`config.mk`:
```
export PLATFORM = sky130hd
export DESIGN_NAME = code_led_decoder
export DESIGN_NICKNAME = d
export VERILOG_FILES = /design/src/rtl/code_led_decoder.sv
export SDC_FILE = /design/constraint.sdc
export NUM_CORES = 1
export LEC_CHECK = 0
export ABC_AREA = 1
export BUFFER_PORTS_ARGS = -buffer_cell sky130_fd_sc_hd__buf_2
export CORE_UTILIZATION = 50
export DETAILED_ROUTE_END_ITERATION = 6
export PLACE_DENSITY_LB_ADDON = 0.2
export RECOVER_POWER = 100
export SKIP_LAST_GASP = 1
export SLEW_MARGIN = 40
export SYNTH_ARGS = -nofsm -noshare
export SYNTH_HDL_FRONTEND = slang
export SYNTH_SLANG_ARGS = --single-unit
```
`constraint.sdc`:
```
create_clock -name clk -period 2.2 [get_ports clk]
set_clock_uncertainty 0.1 [all_clocks]
set_input_delay 0.22 -clock clk [delete_from_list [all_inputs] [get_ports clk]]
set_output_delay 0.22 -clock clk [all_outputs]
set_load 0.1 [all_outputs]
```
`src/rtl/code_led_decoder.sv`:
```
`default_nettype none
// ============================================================================
//  Module      : code_led_decoder
//  Description : Registered 3-to-8 one-hot LED decoder with timed display and
//                an all-LED error blink, fed by the 8-3 priority encoder.
//  Revision    : 1.0 - initial release
// ============================================================================
module code_led_decoder #(
    parameter int HOLD_CYCLES = 16,
    parameter int BLINK_HALF  = 4
) (
    input  logic       clk,
    input  logic       rst_n,
    input  logic [2:0] code_i,
    input  logic       error_i,
    input  logic       valid_i,
    output logic       ready_o,
    output logic [7:0] led_o,
    output logic       done_o
);

    localparam int HW = $clog2(HOLD_CYCLES + 1);
    localparam int BW = $clog2(BLINK_HALF + 1);

    localparam logic [HW-1:0] c_HOLD_RELOAD  = HW'(HOLD_CYCLES - 1);
    localparam logic [HW-1:0] c_HOLD_ONE     = HW'(1);
    localparam logic [BW-1:0] c_BLINK_RELOAD = BW'(BLINK_HALF - 1);
    localparam logic [BW-1:0] c_BLINK_ONE    = BW'(1);

    localparam logic [1:0] c_IDLE = 2'd0;
    localparam logic [1:0] c_SHOW = 2'd1;
    localparam logic [1:0] c_ERR  = 2'd2;

    logic [1:0]    state_q,     state_d;
    logic [7:0]    led_q,       led_d;
    logic          done_q,      done_d;
    logic [HW-1:0] hold_cnt_q,  hold_cnt_d;
    logic [BW-1:0] blink_cnt_q, blink_cnt_d;

    always_comb begin
        state_d     = state_q;
        led_d       = led_q;
        done_d      = 1'b0;
        hold_cnt_d  = hold_cnt_q;
        blink_cnt_d = blink_cnt_q;
        case (state_q)
            c_IDLE: begin
                if (valid_i) begin
                    hold_cnt_d = c_HOLD_RELOAD;
                    // error wins over code: the encoder's code is meaningless then
                    if (error_i) begin
                        state_d     = c_ERR;
                        led_d       = 8'hFF;
                        blink_cnt_d = c_BLINK_RELOAD;
                    end else begin
                        state_d = c_SHOW;
                        led_d   = 8'h01 << code_i;
                    end
                end
            end
            c_SHOW, c_ERR: begin
                if (hold_cnt_q == '0) begin
                    state_d = c_IDLE;
                    led_d   = 8'h00;
                    done_d  = 1'b1;
                end else begin
                    hold_cnt_d = hold_cnt_q - c_HOLD_ONE;
                    if (state_q == c_ERR) begin
                        if (blink_cnt_q == '0) begin
                            led_d       = ~led_q;
                            blink_cnt_d = c_BLINK_RELOAD;
                        end else begin
                            blink_cnt_d = blink_cnt_q - c_BLINK_ONE;
                        end
                    end
                end
            end
            default: begin
                state_d = c_IDLE;
                led_d   = 8'h00;
            end
        endcase
    end

    always_ff @(posedge clk or negedge rst_n) begin
        if (!rst_n) begin
            state_q     <= c_IDLE;
            led_q       <= 8'h00;
            done_q      <= 1'b0;
            hold_cnt_q  <= '0;
            blink_cnt_q <= '0;
        end else begin
            state_q     <= state_d;
            led_q       <= led_d;
            done_q      <= done_d;
            hold_cnt_q  <= hold_cnt_d;
            blink_cnt_q <= blink_cnt_d;
        end
    end

    assign ready_o = (state_q == c_IDLE);
    assign led_o   = led_q;
    assign done_o  = done_q;

endmodule
`default_nettype wire

```
==> results of run 1 <==
-- cell families (layout without fill, tap and decap cells) --
kind of cell,after synthesis,count (layout),share of synthesized area [%]
AOI/OAI and AO/OA,11,11,5.13
xor gates and xnor gates,1,1,0.690
buffers and inverters,32,51,10.7
adders and majority gates,7,7,6.90
and+or+nand+nor,99,99,39.1
DFF,19,19,37.5
-- final timing paths --
| check | start | to | slack (ps) |
|---|---|---|---|
| min | error_i | state_q[1]$_DFFE_PN0P_ | 100 |
| max reg2reg | state_q[0]$_DFFE_PN0P_ | led_o[1]$_DFFE_PN0P_ | 250 |
| max in group asynchronous | rst_n | state_q[1]$_DFFE_PN0P_ | 870 |
| min reg2reg | blink_cnt_q[1]$_DFFE_PN0P_ | blink_cnt_q[1]$_DFFE_PN0P_ | 400 |
| max | state_q[0]$_DFFE_PN0P_ | ready_o | 180 |
| min in group asynchronous | rst_n | blink_cnt_q[1]$_DFFE_PN0P_ | 510 |
-- routing by layer --
layer / up-vias / global-route usage, % / wire length, µm
met5: - / 0 / 0
met4: 0 / 5.70 / 14
met3: 2 / 2.61 / 54
met2: 11 / 36.9 / 1250
met1: 509 / 28.3 / 1230
li1: 569 / - / -
-- cell usage after synthesis --
cell and number:
nand2_1 42, nand3_1 27, inv_1 26, dfrtp_1 19, nor2_1 17, ha_1 7, a21oi_1 4, o21ai_0 4
inv_2 3, nand2_4 3, nand3_2 3, nand2_2 2, o21ai_2 2, a22oi_1 1, buf_2 1, buf_4 1
buf_8 1, nand3_4 1, nand4_1 1, nand4_4 1, nor2_2 1, nor2_4 1, xnor2_1 1
-- critical path, delay by kind of cell, from the launching register on --
family	cells	cell delay (ps)
fa+ha+maj	1	340
buf+inv	2	620
flops	1	430
-- sequential cells by signal, summed over array words and instances, names as in the netlist --
| signal | flops |
|---|---|
| state_q | 2 |
| blink_cnt_q | 3 |
| hold_cnt_q | 5 |
| led_o | 8 |
| done_o | 1 |
-- cell type report --
cell class / instances / area [µm²]
fill: 220 / 918
multi-input combinational: 118 / 647
sequential: 19 / 475
inverter: 29 / 109
timing repair buffer: 18 / 85.1
tap: 28 / 35.0
clock buffer: 3 / 22.5
clock inverter: 1 / 5.00
-- stage by stage --
step	util (%)	hold WS, ps	setup slack (ps)
6_report	60.0	101	183
5_1_grt	60.0	108	137
4_1_cts	61.1	106	309
3_3_place_gp	59.5	75.4	493
3_5_place_dp	59.5	87.9	444
2_1_floorplan	-	-176	340
-- layout by cell type, fill, tap and decap left out --
master,instances
nor2_1,18
inv_1,28
nand2_1,43
dlygate4sd3_1,1
nand4_1,1
nand4_4,1
nand3_4,1
buf_4,1
clkbuf_1,10
nand3_1,27
xnor2_1,1
clkbuf_4,3
clkinv_2,1
buf_2,5
o21ai_2,2
ha_1,7
o21ai_0,4
nand2_4,3
dfrtp_1,19
nand2_2,1
nand3_2,3
clkinv_1,1
clkbuf_2,1
a22oi_1,1
nor2_2,1
a21oi_1,4
==> flow_summary.ini, run 1 <==
[critical_path]
max_stage_delay_ps = 520
crit_required_ps = 1880
critPathLaunchType = flip-flop
critPathSlowestCell = clkbuf_2
cp_max_fo = 8
cp.arrival_ps = 1700
end_kind = primary output
rr_worst_depth = 9
critPathKind = reg -> out
crit_chain = inv_1, ha_1, clkbuf_2

[grt]
grt.overflow.total = 0
grt_use_total_pct = 21.5
antenna_found_initial = 0
grt_pass1_wl_mm = 4.38
grt_pass1_vias = 1038
grt_max_degree = 20

[cts]
cts_tree = yes
cts.hold.buffers_added = 1
post_cts_buffers = 0
cts_root_buf = clkbuf_4
cts_buffers = 3
cts_resized = 0
cts_buffer_depth = 2
insertion_delay_ps = 300
clkTransAtPathRegs_ps = 110
cts_sinks = 19
cts_max_level = 1

[routing]
num_vias = 1091
via_per_inst = 5.05
drt_wl_total_mm = 2.55
drtIter0Drc = 28
antenna_left = 0
wire_per_inst_um = 11.8
route.detailed.drc = 0
firstDrtPassIters = 4

[synth]
synth_cells = 169
synth_top_area_share_pct = 37.5
synth_cell_types = 23
yosys_warnings = 0
synth_area_leaders = dfrtp_1 (37%), nand2_1 (12%), nand3_1 (11%)
synth_top_cell_by_area = dfrtp_1
yosys_register_bits = 19
syn_avg_cell_area_um2 = 7.51
synth_seq_area_share_pct = 37.5
syn_nets = 183
netlist_area_um2 = 1270

[timing]
setup_viol = 0
finalHoldViolCount = 0
finalCritPeriodShare_pct = 91.7
max_slew.worst_pin.slew_ps = 1160
max_freq_ghz = 0.496
max_slew_margin_pct = 22.7
fin_setup_tns_ps = 0
maxSlewViolCount = 0
rsz0062_at_grt = no
period_minus_slack_ps = 2020

[placed_design]
gp_congestion = 0.863
placedCellCount = 211
port_buffers = 16
hpwl_mm = 1.96
placed_area_um2 = 1370

[finish]
design_area_um2 = 1380
finalNonFillerCells = 216
area_growth_syn_to_layout_pct = 8.68
drive_gt1_share_pct = 12.2
n_antenna_cell = 0
layout.nets = 203

[floorplanning]
rows = 17
die_width_um = 52.4
dieHeight_um = 52.4
core-area_um2 = 2300
io-pin-count = 17
dieArea_um2 = 2740
start_util_pct = 55.2

[job]
cap_violations = 0

[worst_hold_path]
hp-class = in -> reg
whs_path_depth = 3

[status]
status = complete, no violations
Power of run 1 is not shown: default switching activity piles up to over one toggle a cycle in this logic, so the estimate is an artifact.
==> inputs of run 2 (changes only) <==
--- a/config.mk
+++ b/config.mk
@@ -5,12 +5,13 @@
 export SDC_FILE = /design/constraint.sdc
 export NUM_CORES = 1
 export LEC_CHECK = 0
-export ABC_AREA = 1
 export BUFFER_PORTS_ARGS = -buffer_cell sky130_fd_sc_hd__buf_2
 export CORE_UTILIZATION = 50
 export DETAILED_ROUTE_END_ITERATION = 6
 export PLACE_DENSITY_LB_ADDON = 0.2
 export RECOVER_POWER = 100
+export SETUP_SLACK_MARGIN = 0.5
+export SKIP_CTS_REPAIR_TIMING = 1
 export SKIP_LAST_GASP = 1
 export SLEW_MARGIN = 40
 export SYNTH_ARGS = -nofsm -noshare
==> run 2 against run 1 <==
Effect of this change: first-iteration DRC count grew 43%; critical path depth up 4; design area increased by 8.5%; die area decreased by 6.5%; clock-buffer cell count grew 1; sequential share of layout area down 2.6 points; routed wire length is 19% higher; register-to-register slack lost 70 ps; hold slack worse by 45 ps; synthesized cell count down 23%; highest routed layer unchanged.
==> flow_summary.ini, run 2 <==
[status]
status = complete, no violations

[synth]
synth_seq_area_share_pct = 40.2
synth_area_leaders = dfrtp_1 (40%), ha_1 (7.4%), a31oi_1 (5.8%)
async_flop_share_pct = 100
synthMuxAreaShare_pct = 0
netlist_area_um2 = 1180
synth_top_family_by_area = compound AO/OA/AOI/OAI gates
syn_avg_cell_area_um2 = 9.10
synth_edf_count = 0
synth_cells = 130
synthTopCellsByCount = dfrtp_1 (19), nor2_1 (15), a31oi_1 (11)
synth_cell_types = 34
syn_nets = 144
post-synth-top-count-cell = dfrtp_1
synthFlopType = dfrtp_1
synthSimpleGateAreaFrac_pct = 18.5
synth_fa_ha_area_share_pct = 7.41
synth-xor-area-share_pct = 0
synth_compound_area_share_pct = 27.4
yosys_register_bits = 19
synth_top_cell_by_area = dfrtp_1
synth_top_area_share_pct = 40.2
yosys_warnings = 0

[routing]
via_per_inst = 5.96
antenna_left = 0
route.detailed.drc = 0
drtIter0Drc = 40
drt_wl_total_mm = 3.03
highest_layer = met4
firstDrtPassIters = 4
num_vias = 1163
wire_per_inst_um = 15.5
route.met2.wl_mm = 1.43
drt-met1-wl_mm = 1.38
dr_wl_met3_um = 179

[critical_path]
cp_max_fo = 7
critPathSlowestCell = or4b_4
cp.arrival_ps = 2090
crit_chain = inv_4, ha_4, or4b_4, nand2_1, clkbuf_1, a21o_1, a31oi_1
critPathKind = reg -> reg
cp_top_family = simple AND/OR/NAND/NOR gates
critPathLaunchType = flip-flop
end_kind = flip-flop
crit_buf_inv = 2
crit_required_ps = 2270
max_stage_delay_ps = 530

[cts]
insertion_delay_ps = 300
cts_buffer_depth = 2
cts_tree = yes
cts_sinks = 19
clkTransAtPathRegs_ps = 110
cts_max_level = 1
cts_buffers = 3
cts_root_buf = clkbuf_4

[finish]
layout_common_cells = dfrtp_1 (18), clkbuf_1 (15), buf_4 (15), nor2_1 (14), a31oi_1 (11)
fin_util_pct = 67.6
final-seq-area_um2 = 477
largest_reg_flops = 8
n_antenna_cell = 0
final_common_cell = dfrtp_1
area_growth_syn_to_layout_pct = 26.6
fillCellCount = 182
design_area_um2 = 1500
multi_input_area_um2 = 702
drive_gt1_share_pct = 26.3
layout.nets = 182

[floorplanning]
rows = 17
io-pin-count = 17
die_width_um = 50.6
core-area_um2 = 2210
dieHeight_um = 50.6
start_util_pct = 53.5
dieArea_um2 = 2560

[grt]
antenna_found_initial = 0
grt_pass1_wl_mm = 4.17
grt_use_total_pct = 22.2
grt_max_degree = 20
grt_pass1_vias = 884
grt.overflow.total = 0

[timing]
max_freq_ghz = 0.495
finalCritPeriodShare_pct = 91.8
finalHoldViolCount = 0
final.setup.worst_slack_ps = 179
fin_setup_tns_ps = 0
period_minus_slack_ps = 2020
maxSlewViolCount = 0
max_slew_margin_pct = 22.7
max_slew.worst_pin.slew_ps = 1170
rsz0062_at_grt = yes
setup_viol = 0

[placed_design]
placed_area_um2 = 1310
hpwl_mm = 1.79
gp_congestion = 0.837
port_buffers = 16
post-place-ws_ps = 199

[job]
cap_violations = 0

[worst_hold_path]
hp-class = in -> reg
[run 2: cell count changes after synthesis, sizes merged, moves of 9 or more]
cell | before | now
nand2 | 47 | 10
inv | 29 | 11
nand3 | 31 | 6
a21o | 0 | 9
a31oi | 0 | 12
[run 2: cell families after synthesis]
group                      after synthesis
and+or+nand+nor                         44
DFF                                     19
buffers and inverters                   16
adders and majority gates                7
AOI/OAI and AO/OA                       44
[run 2: path summary, 6_finish.rpt]
check	start	endpoint	slack, ps	cells past startpoint
min in group asynchronous	rst_n	hold_cnt_q[4]$_DFFE_PN0P_	530	2
max in group asynchronous	rst_n	hold_cnt_q[0]$_DFFE_PN0P_	760	2
min reg2reg	blink_cnt_q[1]$_DFFE_PN0P_	blink_cnt_q[1]$_DFFE_PN0P_	460	1
max reg2reg	hold_cnt_q[0]$_DFFE_PN0P_	led_o[6]$_DFFE_PN0P_	180	7
max	hold_cnt_q[0]$_DFFE_PN0P_	led_o[6]$_DFFE_PN0P_	180	7
min	error_i	state_q[0]$_DFFE_PN0P_	60	2
[run 2: area by class of cell]
cell class | count | area share [%]
timing repair buffer | 37 | 14.2
inverter | 11 | 2.93
sequential | 19 | 31.9
tap | 28 | 2.34
multi-input combinational | 96 | 46.9
clock buffer | 4 | 1.76
[run 2: metrics by stage]
step | hold WS, ps | std cells
finish | 55.7 | 195
global route | 56.1 | 195
CTS | -246 | 173
detailed placement | 89.6 | 169
global placement | 78.1 | 169
floorplan | -176 | 130
[run 2: routing by layer]
layer / up-vias / track usage [%]
met1: 576 / 31.7
li1: 543 / -
met2: 38 / 34.0
met5: - / 0
met4: 0 / 6.94
met3: 6 / 3.64
[run 2: worst register-to-register path, cell delays in order (launching register included)]
cell	delay [ps]
dfrtp_2	450
inv_4	80
ha_4	140
or4b_4	530
nand2_1	190
clkbuf_1	210
a21o_1	120
a31oi_1	90
Power of run 2 is left out for the same reason.
